## config.mk

```make
export PLATFORM = sky130hd
export DESIGN_NAME = fifo_sync_param
export DESIGN_NICKNAME = d
export VERILOG_FILES = /design/src/rtl/fifo_pkg.sv /design/src/rtl/fifo_ram.sv /design/src/rtl/fifo_sync_param.sv
export SDC_FILE = /design/constraint.sdc
export NUM_CORES = 1
export LEC_CHECK = 0
export ABC_CLOCK_PERIOD_IN_PS = 2940
export CAP_MARGIN = 20
export CORE_MARGIN = 2
export CORE_UTILIZATION = 45
export DETAILED_ROUTE_END_ITERATION = 16
export SETUP_SLACK_MARGIN = 0.1
export SLEW_MARGIN = 25
export SYNTH_ARGS = -nofsm -noshare
export SYNTH_HDL_FRONTEND = slang
export SYNTH_SLANG_ARGS = --single-unit
```

## constraint.sdc

```tcl
create_clock -name CLK -period 2.94 [get_ports CLK]
set_input_delay 0.882 -clock CLK [delete_from_list [all_inputs] [get_ports CLK]]
set_output_delay 0.882 -clock CLK [all_outputs]
set_load 0.05 [all_outputs]
```

## src/rtl/fifo_pkg.sv

```systemverilog
// Shared definitions for the parameterised synchronous FIFO.
//   fifo_clog2      : ceiling log2, sizes the pointers and the occupancy count
//   FIFO_*_DEF      : default WIDTH / DEPTH / AE_LEVEL / AF_LEVEL
//   fifo_params_ok  : legality check on the parameter set
package fifo_pkg;

    localparam int unsigned FIFO_WIDTH_DEF    = 8;
    localparam int unsigned FIFO_DEPTH_DEF    = 16;
    localparam int unsigned FIFO_AE_LEVEL_DEF = 3;
    localparam int unsigned FIFO_AF_LEVEL_DEF = 12;

    function automatic int unsigned fifo_clog2(input int unsigned value);
        int unsigned result;
        int unsigned span;
        result = 0;
        span   = 1;
        while (span < value) begin
            span   = span << 1;
            result = result + 1;
        end
        return result;
    endfunction

    // DEPTH must be a power of two so the pointer low bits address the RAM
    // directly and the extra MSB acts as the wrap bit.
    function automatic bit fifo_params_ok(input int unsigned width,
                                          input int unsigned depth,
                                          input int unsigned ae_level,
                                          input int unsigned af_level);
        return (width >= 1) && (depth >= 4) && ((depth & (depth - 1)) == 0) &&
               (ae_level < depth) && (af_level > 0) && (af_level <= depth);
    endfunction

endpackage

```

## src/rtl/fifo_ram.sv

```systemverilog
// WIDTH x DEPTH dual-port storage for the FIFO.
//   clk   : write clock
//   we    : write enable, stores wdata at waddr on the rising edge
//   waddr : write address
//   wdata : write data
//   raddr : read address (asynchronous read)
//   rdata : word currently stored at raddr
// Contents are not reset; the owning FIFO only reads locations it has written.
module fifo_ram
    import fifo_pkg::*;
#(
    parameter int unsigned WIDTH = FIFO_WIDTH_DEF,
    parameter int unsigned DEPTH = FIFO_DEPTH_DEF
) (
    input  logic                          clk,
    input  logic                          we,
    input  logic [fifo_clog2(DEPTH)-1:0]  waddr,
    input  logic [WIDTH-1:0]              wdata,
    input  logic [fifo_clog2(DEPTH)-1:0]  raddr,
    output logic [WIDTH-1:0]              rdata
);

    logic [WIDTH-1:0] mem [DEPTH];

    always_ff @(posedge clk) begin
        if (we) begin
            mem[waddr] <= wdata;
        end
    end

    assign rdata = mem[raddr];

endmodule

```

## src/rtl/fifo_sync_param.sv

```systemverilog
// Parameterised single-clock FIFO with occupancy count and sticky error flags.
//   CLK, RESET : clock, synchronous active-high reset
//   DIN, WE    : write data and write strobe
//   RE         : read strobe
//   DOUT       : registered read data, holds when no read is accepted
//   EF / PEF   : empty / almost-empty (COUNT <= AE_LEVEL)
//   FF / PFF   : full / almost-full (COUNT >= AF_LEVEL)
//   COUNT      : occupancy 0..DEPTH
//   OVF / UDF  : sticky overflow / underflow, cleared only by RESET
// All outputs are decodes of registers; no combinational path from inputs.
module fifo_sync_param
    import fifo_pkg::*;
#(
    parameter int unsigned WIDTH    = FIFO_WIDTH_DEF,
    parameter int unsigned DEPTH    = FIFO_DEPTH_DEF,
    parameter int unsigned AE_LEVEL = FIFO_AE_LEVEL_DEF,
    parameter int unsigned AF_LEVEL = FIFO_AF_LEVEL_DEF
) (
    input  logic                        CLK,
    input  logic                        RESET,
    input  logic [WIDTH-1:0]            DIN,
    input  logic                        WE,
    input  logic                        RE,
    output logic [WIDTH-1:0]            DOUT,
    output logic                        EF,
    output logic                        PEF,
    output logic                        FF,
    output logic                        PFF,
    output logic [fifo_clog2(DEPTH):0]  COUNT,
    output logic                        OVF,
    output logic                        UDF
);

    localparam int unsigned AW = fifo_clog2(DEPTH);
    localparam int unsigned PW = AW + 1;

    generate
        if (!fifo_params_ok(WIDTH, DEPTH, AE_LEVEL, AF_LEVEL)) begin : g_param_check
            $error("fifo_sync_param: illegal WIDTH/DEPTH/AE_LEVEL/AF_LEVEL combination");
        end
    endgenerate

    logic [PW-1:0]    wptr_q, wptr_d;
    logic [PW-1:0]    rptr_q, rptr_d;
    logic [PW-1:0]    count_q, count_d;
    logic [WIDTH-1:0] dout_q, dout_d;
    logic             ovf_q, ovf_d;
    logic             udf_q, udf_d;

    logic             ef, ff;
    logic             rd_acc, wr_acc;
    logic [WIDTH-1:0] ram_rdata;

    assign ef  = (count_q == '0);
    assign ff  = (count_q == PW'(DEPTH));
    assign EF  = ef;
    assign FF  = ff;
    assign PEF = (count_q <= PW'(AE_LEVEL));
    assign PFF = (count_q >= PW'(AF_LEVEL));

    assign COUNT = count_q;
    assign DOUT  = dout_q;
    assign OVF   = ovf_q;
    assign UDF   = udf_q;

    // A write at full is only accepted when a read frees the slot in the
    // same cycle; at empty the read is rejected, so the write stands alone.
    assign rd_acc = RE & ~ef;
    assign wr_acc = WE & (~ff | rd_acc);

    always_comb begin
        wptr_d  = wptr_q;
        rptr_d  = rptr_q;
        count_d = count_q;
        dout_d  = dout_q;
        ovf_d   = ovf_q | (WE & ff & ~RE);
        udf_d   = udf_q | (RE & ef);

        if (wr_acc) begin
            wptr_d = wptr_q + PW'(1);
        end
        if (rd_acc) begin
            rptr_d = rptr_q + PW'(1);
            dout_d = ram_rdata;
        end

        unique case ({wr_acc, rd_acc})
            2'b10:   count_d = count_q + PW'(1);
            2'b01:   count_d = count_q - PW'(1);
            default: count_d = count_q;
        endcase
    end

    always_ff @(posedge CLK) begin
        if (RESET) begin
            wptr_q  <= '0;
            rptr_q  <= '0;
            count_q <= '0;
            dout_q  <= '0;
            ovf_q   <= 1'b0;
            udf_q   <= 1'b0;
        end else begin
            wptr_q  <= wptr_d;
            rptr_q  <= rptr_d;
            count_q <= count_d;
            dout_q  <= dout_d;
            ovf_q   <= ovf_d;
            udf_q   <= udf_d;
        end
    end

    // Only the low pointer bits address storage; the wrap bits are kept so
    // the pointers read naturally (modulo 2*DEPTH) when debugging.
    logic unused_wrap_bits;
    assign unused_wrap_bits = wptr_q[AW] ^ rptr_q[AW];

    fifo_ram #(
        .WIDTH (WIDTH),
        .DEPTH (DEPTH)
    ) u_ram (
        .clk   (CLK),
        .we    (wr_acc & ~RESET),
        .waddr (wptr_q[AW-1:0]),
        .wdata (DIN),
        .raddr (rptr_q[AW-1:0]),
        .rdata (ram_rdata)
    );

endmodule
```

Yosys cells after proc, flatten, opt, wreduce, memory -nomap -nowiden
Memories as Yosys holds them, arrays and structs flattened. A register that Yosys moved wholly into a read port is not among the register bits.
Index checks and enable logic that the tools add are counted.
Cells by class
  add/sub/neg operators: 4
  $mul: 0
  divide/modulo/power cells: 0
  order comparisons: 2
  equal/unequal tests: 3
  shift operators: 0
  muxes and demuxes: 3
  bitwise logic cells: 13
  reduce and logical (&&, ||, !) cells: 2
Operator list (count)
  adder 5 x 1 -> 5 bit, second input constant: 3
  case mux 5 bit (2 select lines): 1
  AND 1 bit: 6
  equality test 5 bit, second input constant: 1
  greater-or-equal comparator 5 x 4 -> 1 bit, second input constant: 1
  <= comparator 5 x 2 -> 1 bit, second input constant: 1
  logical NOT 5 bit: 1
  subtractor 5 x 1 -> 5 bit, second input constant: 1
  inverter 1 bit: 4
  OR 1 bit: 3
  equality test 2 x 1 -> 1 bit, second input constant: 1
  equality test 2 bit, second input constant: 1
  two-way mux 1 bit: 2
  nonzero test 2 bit: 1
Storage, ports and cells
  bits in registers: 17
  latch bits: 0
  bits in writable memories: 128
  bits in read-only memories: 0
  bits of input ports: 12
  word-level logic and storage cells: 33
  memories: 1
Memories
  u_ram.mem: words 16, width 8, rd ports 1, clocked after memory_dff 1, write ports 1, RTL line fifo_ram.sv:23  | logic [WIDTH-1:0] mem [DEPTH];

Longest topological paths before layout
Gate-level depths: netlist (run 1).
  word-level depth: 8
  gate-level depth with buffers: 9
  mapped depth without buffers: 8

By module
A second synthesis (run 1) with hierarchy kept.
Unflattened totals
  cell total of the unflattened synthesis: 353
  area, all modules: 6129.6 um^2
By module, submodules not included
  fifo_ram: instances 1, cells an instance 221, area each 4987.3 um^2
  fifo_sync_param: instances 1, cells an instance 132, area each 1142.3 um^2

Worst setup path after synthesis (run 1)
OpenSTA, ideal clock, no wires.
  path type: reg2out
  start point: register count_q[2] (netlist: COUNT[2])
  end point: output port EF
  arrival: 2.033 ns
  data required time: 2.058 ns
  path slack: 0.025 ns
  stages on the path, launching flop included: 5
  cells stage by stage: dfxtp_1 -> buf_6 -> or4_4 -> buf_6 -> nor2_1
On the way
  word-level cells in the longest chain between the ends: 1
Ends and longest elaborated chain
  from (decl): RTL line fifo_sync_param.sv:45  | logic [PW-1:0] count_q, count_d;
  from (signal assigned): RTL line fifo_sync_param.sv:105  | count_q <= count_d;
  logical NOT 5 bit: RTL line fifo_sync_param.sv:54  | assign ef = (count_q == '0);
  to (decl): RTL line fifo_sync_param.sv:25  | output logic EF,
Every way passes these cells.

Final worst setup path (run 1)
  start point: register count_q[4] (netlist: COUNT[4])
  end point: output port COUNT[4]
RTL lines
  to (decl): RTL line fifo_sync_param.sv:29  | output logic [fifo_clog2(DEPTH):0] COUNT,
No word-level cell between the ends.

==> results of run 1 <==
-- sequential cells by signal, summed over array words and instances, names as in the netlist --
name	cells
COUNT	5
UDF	1
DOUT	8
OVF	1
wptr_q	4
u_ram.mem	128
rptr_q	4
-- logic make-up (layout without fill, tap and decap cells) --
family                   count (synthesis)  count (layout)
flip-flops                             151             151
AND/OR/NAND/NOR                         71              71
multiplexers                            55              55
AO/OA/AOI/OAI                           30              30
buffers and inverters                   25             103
adder cells (fa/ha/maj)                  7               7
XOR/XNOR                                 5               5
-- power by group through the flow --
stage,clock (mW),sequential (mW),combinational [mW]
after floorplan,0,2.84,0.765
after global placement,0,2.62,1.46
after detailed placement,0,2.62,1.48
after CTS,2.36,2.57,1.48
after global routing,2.46,2.59,1.55
final,2.31,2.57,1.46
-- synth_stat cells, types with 2 or more instances --
master and instances:
xor2_1 4, mux2i_1 19, buf_2 5, nor2b_1 3, ha_1 7, or3_1 4, mux4_2 32, clkbuf_1 12
mux2_2 3, dfxtp_1 23, edfxtp_1 128, a21oi_1 7, nor2_1 34, buf_6 2, inv_1 5, o221ai_1 8
nand2b_1 2, o21a_1 2, nand2_1 11, nand3_1 10, nor3_1 3
-- worst max-delay path by stage --
stage / endpoint / slack [ns] / depth (start not counted) / startpoint
2_1_floorplan: COUNT[4] / 0.09 / 9 / COUNT[4]
3_3_place_gp: COUNT[4] / -0.1 / 9 / WE
3_5_place_dp: COUNT[4] / -0.14 / 9 / WE
4_1_cts: PEF / 0.13 / 2 / COUNT[4]
5_1_grt: COUNT[4] / 0.11 / 1 / COUNT[4]
6_report: COUNT[4] / 0.19 / 1 / COUNT[4]
-- per-layer routing --
metal | vias to the layer above | global-route usage [%] | share of wire (%)
li1 | 1499 | - | -
met1 | 1621 | 23.1 | 41
met2 | 105 | 29.2 | 50
met3 | 18 | 4.23 | 5.9
met4 | 0 | 9.63 | 2.3
met5 | - | 0 | 0
-- cell type report --
type | count | area, sq um | area share [%]
Multi-Input combinational cell | 168 | 1650 | 22.2
Tap cell | 176 | 220 | 2.96
Timing Repair Buffer | 66 | 604 | 8.13
Inverter | 5 | 18.8 | 0.252
Sequential cell | 151 | 4310 | 57.9
Clock buffer | 17 | 425 | 5.72
Clock inverter | 15 | 209 | 2.81
-- through the flow --
step                power (mW)  TNS [ns]
finish                    6.35         0
CTS                       6.41         0
global placement          4.08   -0.0970
floorplan                 3.60         0
detailed placement        4.10    -0.520
global route              6.60         0
-- worst reg2reg max path, stage by stage (launching register included) --
cell and delay [ns]:
dfxtp_1 0.57, inv_1 0.20, a21oi_1 0.24, buf_4 0.17, ha_1 0.25, o31a_1 0.12
a2111oi_0 0.39, a311oi_1 0.10, mux2_2 0.28
==> flow_summary.ini, run 1 <==
[outcome]
status = completed

[pwr]
power.static_leakage_nw = 2.45
internal_power_mw = 4.51
pwr-share-comb_pct = 23.0
power-per-cell-area_nw_per_um2 = 854
ir_worst_vdd_mv = 0.545
p_sw_share_pct = 29.0
pwr-share-seq_pct = 40.5
p_sw_mw = 1.84
pwr-share-clk_pct = 36.4

[final_layout]
drive_gt1_share_pct = 26.5
fin_area_sq_um = 7440
final_common_cell = edfxtp_1
fillers = 1039
final_util_pct = 56.4
final_cell_mix = edfxtp_1 (128), buf_4 (35), nor2_1 (32), mux4_2 (32), clkdlybuf4s50_1 (26)
area_growth_pct = 22.6
diodes = 0
instances_no_fill = 598
fin_nets = 428

[cts]
clock-sinks = 151
post_cts_resized = 1
postCtsSetupBuffers = 0
cts_max_path_buffers = 2
cts_tree = yes
ctsHtreeMaxLevel = 4
clock_latency_ns = 0.42
cts_root_buf = clkbuf_16
path_clk_slew_ns = 0.06
hold_buffers = 0
numCtsBuffers = 17

[logic_synthesis]
synth_cells = 344
syn_nets = 363
yosys.area.top_type = edfxtp_1
synth_cell_types = 41
syn_area_per_cell_sq_um = 17.6
synth_compound_area_share_pct = 3.79
synth_top_family_by_area = multiplexers
synth_area_sq_um = 6070
synth.top_cell.area_share_pct = 63.3
synthArstFlopShare_pct = 0
synthSimpleGateAreaFrac_pct = 5.28
synth_warnings = 0
synth_area_leaders = edfxtp_1 (63%), mux4_2 (12%), dfxtp_1 (7.6%), mux2i_1 (3.1%), nor2_1 (2.1%)
synthXorXnorAreaFrac_pct = 0.722
synth_seq_cells = 151
synth_mux_area_share_pct = 15.9
ys_seq_area_share_pct = 70.9
synth_ff_type = edfxtp_1
synth-adder-area-share_pct = 1.44
synth_edf_count = 128

[sta]
fin_ws_ns = 0.189
worstMarginPinSlew_ns = 0.867
relSlewSlack_pct = 42.0
drv_slew = 0
hold-worst-slack_ns = 0.466
fin_crit_ns = 2.75
period_share_pct = 93.6
rsz0062_at_grt = false
fmaxAchievable_mhz = 363
setup_violations = 0
hold_viol = 0
finClkSkew_ns = 0.00677

[worst_hold_path]
hold_path.class = reg -> reg
hold_end = UDF
worstHoldStart = UDF
whs_path_depth = 2

[setup_path]
slowest_stage = clkdlybuf4s50_1
r2r_end = COUNT[4]
critical_path_class = reg -> out
slowest_delay_ns = 0.88
crit_buf_inv = 1
r2r_slack_ns = 0.51
r2r-start = COUNT[4]
crit_family = buffers and inverters
cp_cell_sequence = clkdlybuf4s50_1
start_kind = register
r2r_cells = 8
crit_required_ns = 2.06
crit_arrival_ns = 1.87
critPathMaxFanout = 9
end_kind = output pin

[placed_design]
dpl.cell_count = 566
port_buffers = 30
gp_congestion = 0.889
placed_area_sq_um = 6800
dp_hpwl_microns = 7950
place_ws_ns = -0.138

[global_routing]
grt_pass1_vias = 3425
grt_max_degree = 36
grt_pass1_wl_microns = 18600
track_usage_pct = 18.2
antenna_found_initial = 0
gr-total-overflow = 0

[job]
cap_viol_max_count = 0

[routing]
vias = 3243
drt-pass1-iter-count = 4
drc_errors = 0
antenna_left = 0
wl_per_cell_microns = 20.4
drt_iter0_drc = 205
viasPerCell = 5.42
finalWirelength_microns = 12200

[die]
start_util_pct = 46.0
ios = 31
chipWidth_microns = 120
core_sq_um = 13200
die_area_sq_um = 14400
fp.dieH_microns = 120
row_count = 42
No activity file was read; power rests on OpenSTA's default activity.
==> run 2, diff against run 1 <==
--- a/config.mk
+++ b/config.mk
@@ -5,9 +5,9 @@
 export SDC_FILE = /design/constraint.sdc
 export NUM_CORES = 1
 export LEC_CHECK = 0
+export ABC_AREA = 0
 export ABC_CLOCK_PERIOD_IN_PS = 2940
 export CAP_MARGIN = 20
-export CORE_MARGIN = 2
 export CORE_UTILIZATION = 45
 export DETAILED_ROUTE_END_ITERATION = 16
 export SETUP_SLACK_MARGIN = 0.1
==> run 2 against run 1 <==
Compared with the run above:
- power shrank 1.0%
- clock skew up 0.0020 ns
- wire length rose by 0.44%
- global-route usage grew 1.2 points
- fmax shrank 1.6%
- via count is 0.77% higher
- sequential power barely moved
- flip-flop and latch count is the same
- critical path type unchanged
- die area is 3.3% lower
- non-clock buffer count down 6
- clock-buffer cell count up 6
==> flow_summary.ini, run 2 (synthesized netlist as in run 1, its figures left out) <==
[outcome]
status = completed

[worst_hold_path]
worstHoldStart = OVF
hold_path.class = reg -> reg
whs_path_depth = 2

[final_layout]
regMostFlops = u_ram.mem
diodes = 0
final_common_cell = edfxtp_1
final_cell_mix = edfxtp_1 (128), nor2_1 (32), mux4_2 (32)
register_area_sq_um = 4310
area_growth_pct = 21.9
fin_nets = 422
largest_reg_flops = 128
multi_input_area_sq_um = 1650
fillers = 1043
drive_gt1_share_pct = 25.5

[setup_path]
r2r-start = COUNT[2]
end_kind = output pin
critPathMaxFanout = 9
r2r_cells = 8
critical_path_class = reg -> out
worstSetupStartpoint = COUNT[4]
crit_arrival_ns = 1.91
start_kind = register
crit_required_ns = 2.06

[routing]
drt-pass1-iter-count = 5
vias = 3268
viasPerCell = 5.52
antenna_left = 0
drt_iter0_drc = 195
drc_errors = 0
wl_per_cell_microns = 20.7
finalWirelength_microns = 12200

[sta]
hold-worst-slack_ns = 0.468
finClkSkew_ns = 0.00877
relSlewSlack_pct = 33.6
fin_crit_ns = 2.80
drv_slew = 0
period_share_pct = 95.1
fmaxAchievable_mhz = 358
setup_violations = 0
rsz0062_at_grt = false
hold_viol = 0
fin_ws_ns = 0.145
worstMarginPinSlew_ns = 0.994

[global_routing]
grt_max_degree = 36
gr-total-overflow = 0
track_usage_pct = 19.4
antenna_found_initial = 0
grt_pass1_vias = 3359
grt_pass1_wl_microns = 19400

[die]
chipWidth_microns = 118
ios = 31
row_count = 42
start_util_pct = 46.0
core_sq_um = 13200
fp.dieH_microns = 118
die_area_sq_um = 14000

[cts]
clock_latency_ns = 0.42
post_cts_resized = 1
postCtsSetupBuffers = 0
cts_tree = yes
ctsHtreeMaxLevel = 4
clock-sinks = 151
cts_root_buf = clkbuf_16
path_clk_slew_ns = 0.06
cts_max_path_buffers = 2
numCtsBuffers = 17
hold_buffers = 0

[pwr]
power-per-cell-area_nw_per_um2 = 850
power.static_leakage_nw = 2.43
ir_worst_vdd_mv = 0.440

[placed_design]
gp_congestion = 0.819
place_ws_ns = -0.127
dp_hpwl_microns = 7630
port_buffers = 30

[job]
cap_viol_max_count = 0
run 2: changes by cell type in the layout (fill, tap and decap cells not counted), moves of 2 or more:
cell / before / now
buf_4: 35 / 28
bufinv_16: 5 / 2
clkbuf_16: 17 / 20
clkbuf_1: 0 / 2
clkinv_1: 2 / 0
clkinv_2: 4 / 2
clkinvlp_4: 3 / 1
inv_4: 0 / 2
run 2: final timing paths:
kind	to	slack (ns)
max	PEF	0.14
min	OVF	0.47
max reg2reg	COUNT[4]	0.49
min reg2reg	OVF	0.47
run 2: where the power goes:
group,leakage [nW],switching [mW],internal (mW)
registers,1.34,0.161,2.44
clock network,0.309,0.825,1.43
logic,0.776,0.858,0.574
run 2: layout make-up:
cell class / count / area share (%)
clock buffer: 23 / 7.05
tap: 176 / 2.98
timing repair buffer: 60 / 7.70
inverter: 5 / 0.254
multi-input combinational: 168 / 22.4
clock inverter: 9 / 1.45
sequential: 151 / 58.2
run 2: through the flow:
step / utilization [%] / area, sq um / std cells / setup TNS [ns] / total power [mW]
finish: 56.1 / 7400 / 592 / 0 / 6.29
global route: 56.1 / 7400 / 592 / 0 / 6.51
CTS: 56.1 / 7400 / 592 / 0 / 6.33
detailed placement: 51.3 / 6770 / 560 / -0.127 / 4.09
global placement: 51.3 / 6770 / 560 / -0.0681 / 4.07
floorplan: - / 6070 / 344 / 0 / 3.60
run 2: worst max-delay path, cell delays in order, from the launching register on:
cell	delay [ns]
dfxtp_1	0.43
nor3_1	0.24
clkdlybuf4s50_1	0.83
run 2: metal layers:
| layer | track usage (%) | wire length [microns] |
|---|---|---|
| met5 | 0 | 0 |
| met4 | 8.17 | 207 |
| met3 | 4.26 | 508 |
| met2 | 31.6 | 6260 |
| met1 | 25.0 | 5260 |
==> run 3, diff against run 2 <==
--- a/config.mk
+++ b/config.mk
@@ -6,9 +6,10 @@
 export NUM_CORES = 1
 export LEC_CHECK = 0
 export ABC_AREA = 0
-export ABC_CLOCK_PERIOD_IN_PS = 2940
+export ABC_CLOCK_PERIOD_IN_PS = 2400
 export CAP_MARGIN = 20
 export CORE_UTILIZATION = 45
+export CTS_CLUSTER_DIAMETER = 100
 export DETAILED_ROUTE_END_ITERATION = 16
 export SETUP_SLACK_MARGIN = 0.1
 export SLEW_MARGIN = 25
==> constraint.sdc (replaced) <==
create_clock -name CLK -period 2.4 [get_ports CLK]
set_input_delay 0.72 -clock CLK [delete_from_list [all_inputs] [get_ports CLK]]
set_output_delay 0.72 -clock CLK [all_outputs]
set_load 0.05 [all_outputs]
==> run 3 against run 2 <==
Compared with the run above:
- flip-flop and latch count unchanged
- clock power is 16% higher
- combinational power up 40%
- final cell count increased by 2.5%
- setup slack got worse by 0.14 ns
- critical path depth increased by 1
- core utilization increased by 1.4 points
- first-iteration DRC count grew 26%
- largest cell class unchanged
==> flow_summary.ini, run 3 (synthesized netlist as in run 1, its figures left out) <==
[outcome]
status = completed

[placed_design]
dp_hpwl_microns = 7800
place_ws_ns = -0.477
port_buffers = 30
gp_congestion = 0.814
placed_area_sq_um = 6850
dpl.cell_count = 567

[setup_path]
end_kind = output pin
critPathMaxFanout = 5
start_kind = register
critical_path_class = reg -> out
crit_required_ns = 1.68
crit_arrival_ns = 1.67

[pwr]
pwr-share-seq_pct = 40.8
power_mw = 7.80
internal_power_mw = 5.38
pwr-share-clk_pct = 33.6
p_sw_mw = 2.42
ir_worst_vdd_mv = 0.670
power.static_leakage_nw = 2.62
p_sw_share_pct = 31.0
power-per-cell-area_nw_per_um2 = 1030
pwr-share-comb_pct = 25.6

[cts]
cts_tree = yes
clock_latency_ns = 0.42
path_clk_slew_ns = 0.06
cts_max_path_buffers = 2
numCtsBuffers = 17
cts_root_buf = clkbuf_16
ctsHtreeMaxLevel = 4
clock-sinks = 151

[die]
die_area_sq_um = 14000
ios = 31
core_sq_um = 13200
row_count = 42
start_util_pct = 46.0
chipWidth_microns = 118
fp.dieH_microns = 118

[sta]
rsz0062_at_grt = true
drv_slew = 0
period_share_pct = 99.6
fin_ws_ns = 0.00942
fmaxAchievable_mhz = 418
relSlewSlack_pct = 48.3
setup_violations = 0
fin_crit_ns = 2.39
worstMarginPinSlew_ns = 0.775
hold_viol = 0
finClkSkew_ns = 0.0121
hold-worst-slack_ns = 0.463

[routing]
met2_length_microns = 6070
wl_per_cell_microns = 20.2
vias = 3303
drt_iter0_drc = 245
drc_errors = 0
met3_length_microns = 844
viasPerCell = 5.44
wl_met1_microns = 5220
antenna_left = 0
drt-pass1-iter-count = 5
top_layer = met4
finalWirelength_microns = 12300

[global_routing]
gr-total-overflow = 0
grt_pass1_wl_microns = 19100
grt_max_degree = 21
grt_pass1_vias = 3347
track_usage_pct = 19.0
antenna_found_initial = 0

[final_layout]
final_common_cell = edfxtp_1
regMostFlops = u_ram.mem
largest_reg_flops = 128
drive_gt1_share_pct = 32.0
diodes = 0
final_cell_mix = edfxtp_1 (128), buf_4 (44), nor2_1 (32), mux4_2 (32), mux2i_1 (19)
fin_area_sq_um = 7580
fin_nets = 437
area_growth_pct = 24.9
instances_no_fill = 607

[worst_hold_path]
hold_path.class = reg -> reg

[job]
cap_viol_max_count = 0
run 3: cell count changes in the layout (fill, tap and decap cells not counted), sizes merged:
cell,previous run,this run
buf,32,49
clkdlybuf4s50,27,10
dlygate4sd2,1,11
clkbuf,23,18
dlymetal6s2s,0,5
clkinv,4,7
inv,7,9
run 3: worst paths after layout:
path                   end  startpoint  slack, ns  depth (start not counted)
hold / removal         UDF         UDF       0.46                          2
setup / recovery        EF    COUNT[2]      0.009                          3
hold reg to reg        UDF         UDF       0.46                          2
setup reg to reg  COUNT[4]    COUNT[2]       0.06                          8
run 3: per-stage QoR:
stage / utilization [%] / setup TNS, ns
floorplan: - / -0.0208
global placement: 51.9 / -5.01
detailed placement: 51.9 / -5.97
CTS: 56.7 / -0.00232
global route: 57.5 / -0.0494
finish: 57.5 / 0
run 3: worst max-delay path, stage by stage (launching register included):
cell and delay (ns):
dfxtp_4 0.37, or4_4 0.60, nor2_4 0.14, buf_12 0.14
run 3: layout make-up:
| type | count | area, sq um |
|---|---|---|
| inverter | 5 | 18.8 |
| timing repair buffer | 75 | 689 |
| sequential | 151 | 4320 |
| clock inverter | 14 | 148 |
| multi-input combinational | 168 | 1750 |
| clock buffer | 18 | 439 |
| fill | 1013 | 5610 |
| tap | 176 | 220 |
run 3: timing repair:
item / CTS / global route
hold buffers: 0 / 0
setup endpoints to repair: 14 / 7
setup buffers: 4 / 4
gates cloned: 0 / 0
gates resized for setup: 15 / 14
pin swaps: 2 / 4
run 3: routing by layer:
layer,vias to the layer above,global-route usage [%]
met4,0,7.77
met2,103,29.7
met1,1675,25.4
li1,1515,-
met3,10,4.60
met5,-,0
run 3: power by group through the flow:
stage	Sequential (mW)	Clock [mW]	Combinational (mW)
4_1_cts	3.17	2.67	1.89
3_5_place_dp	3.22	0	1.84
3_3_place_gp	3.22	0	1.82
2_1_floorplan	3.49	0	0.967
6_report	3.18	2.62	2.00
5_1_grt	3.20	2.77	2.13
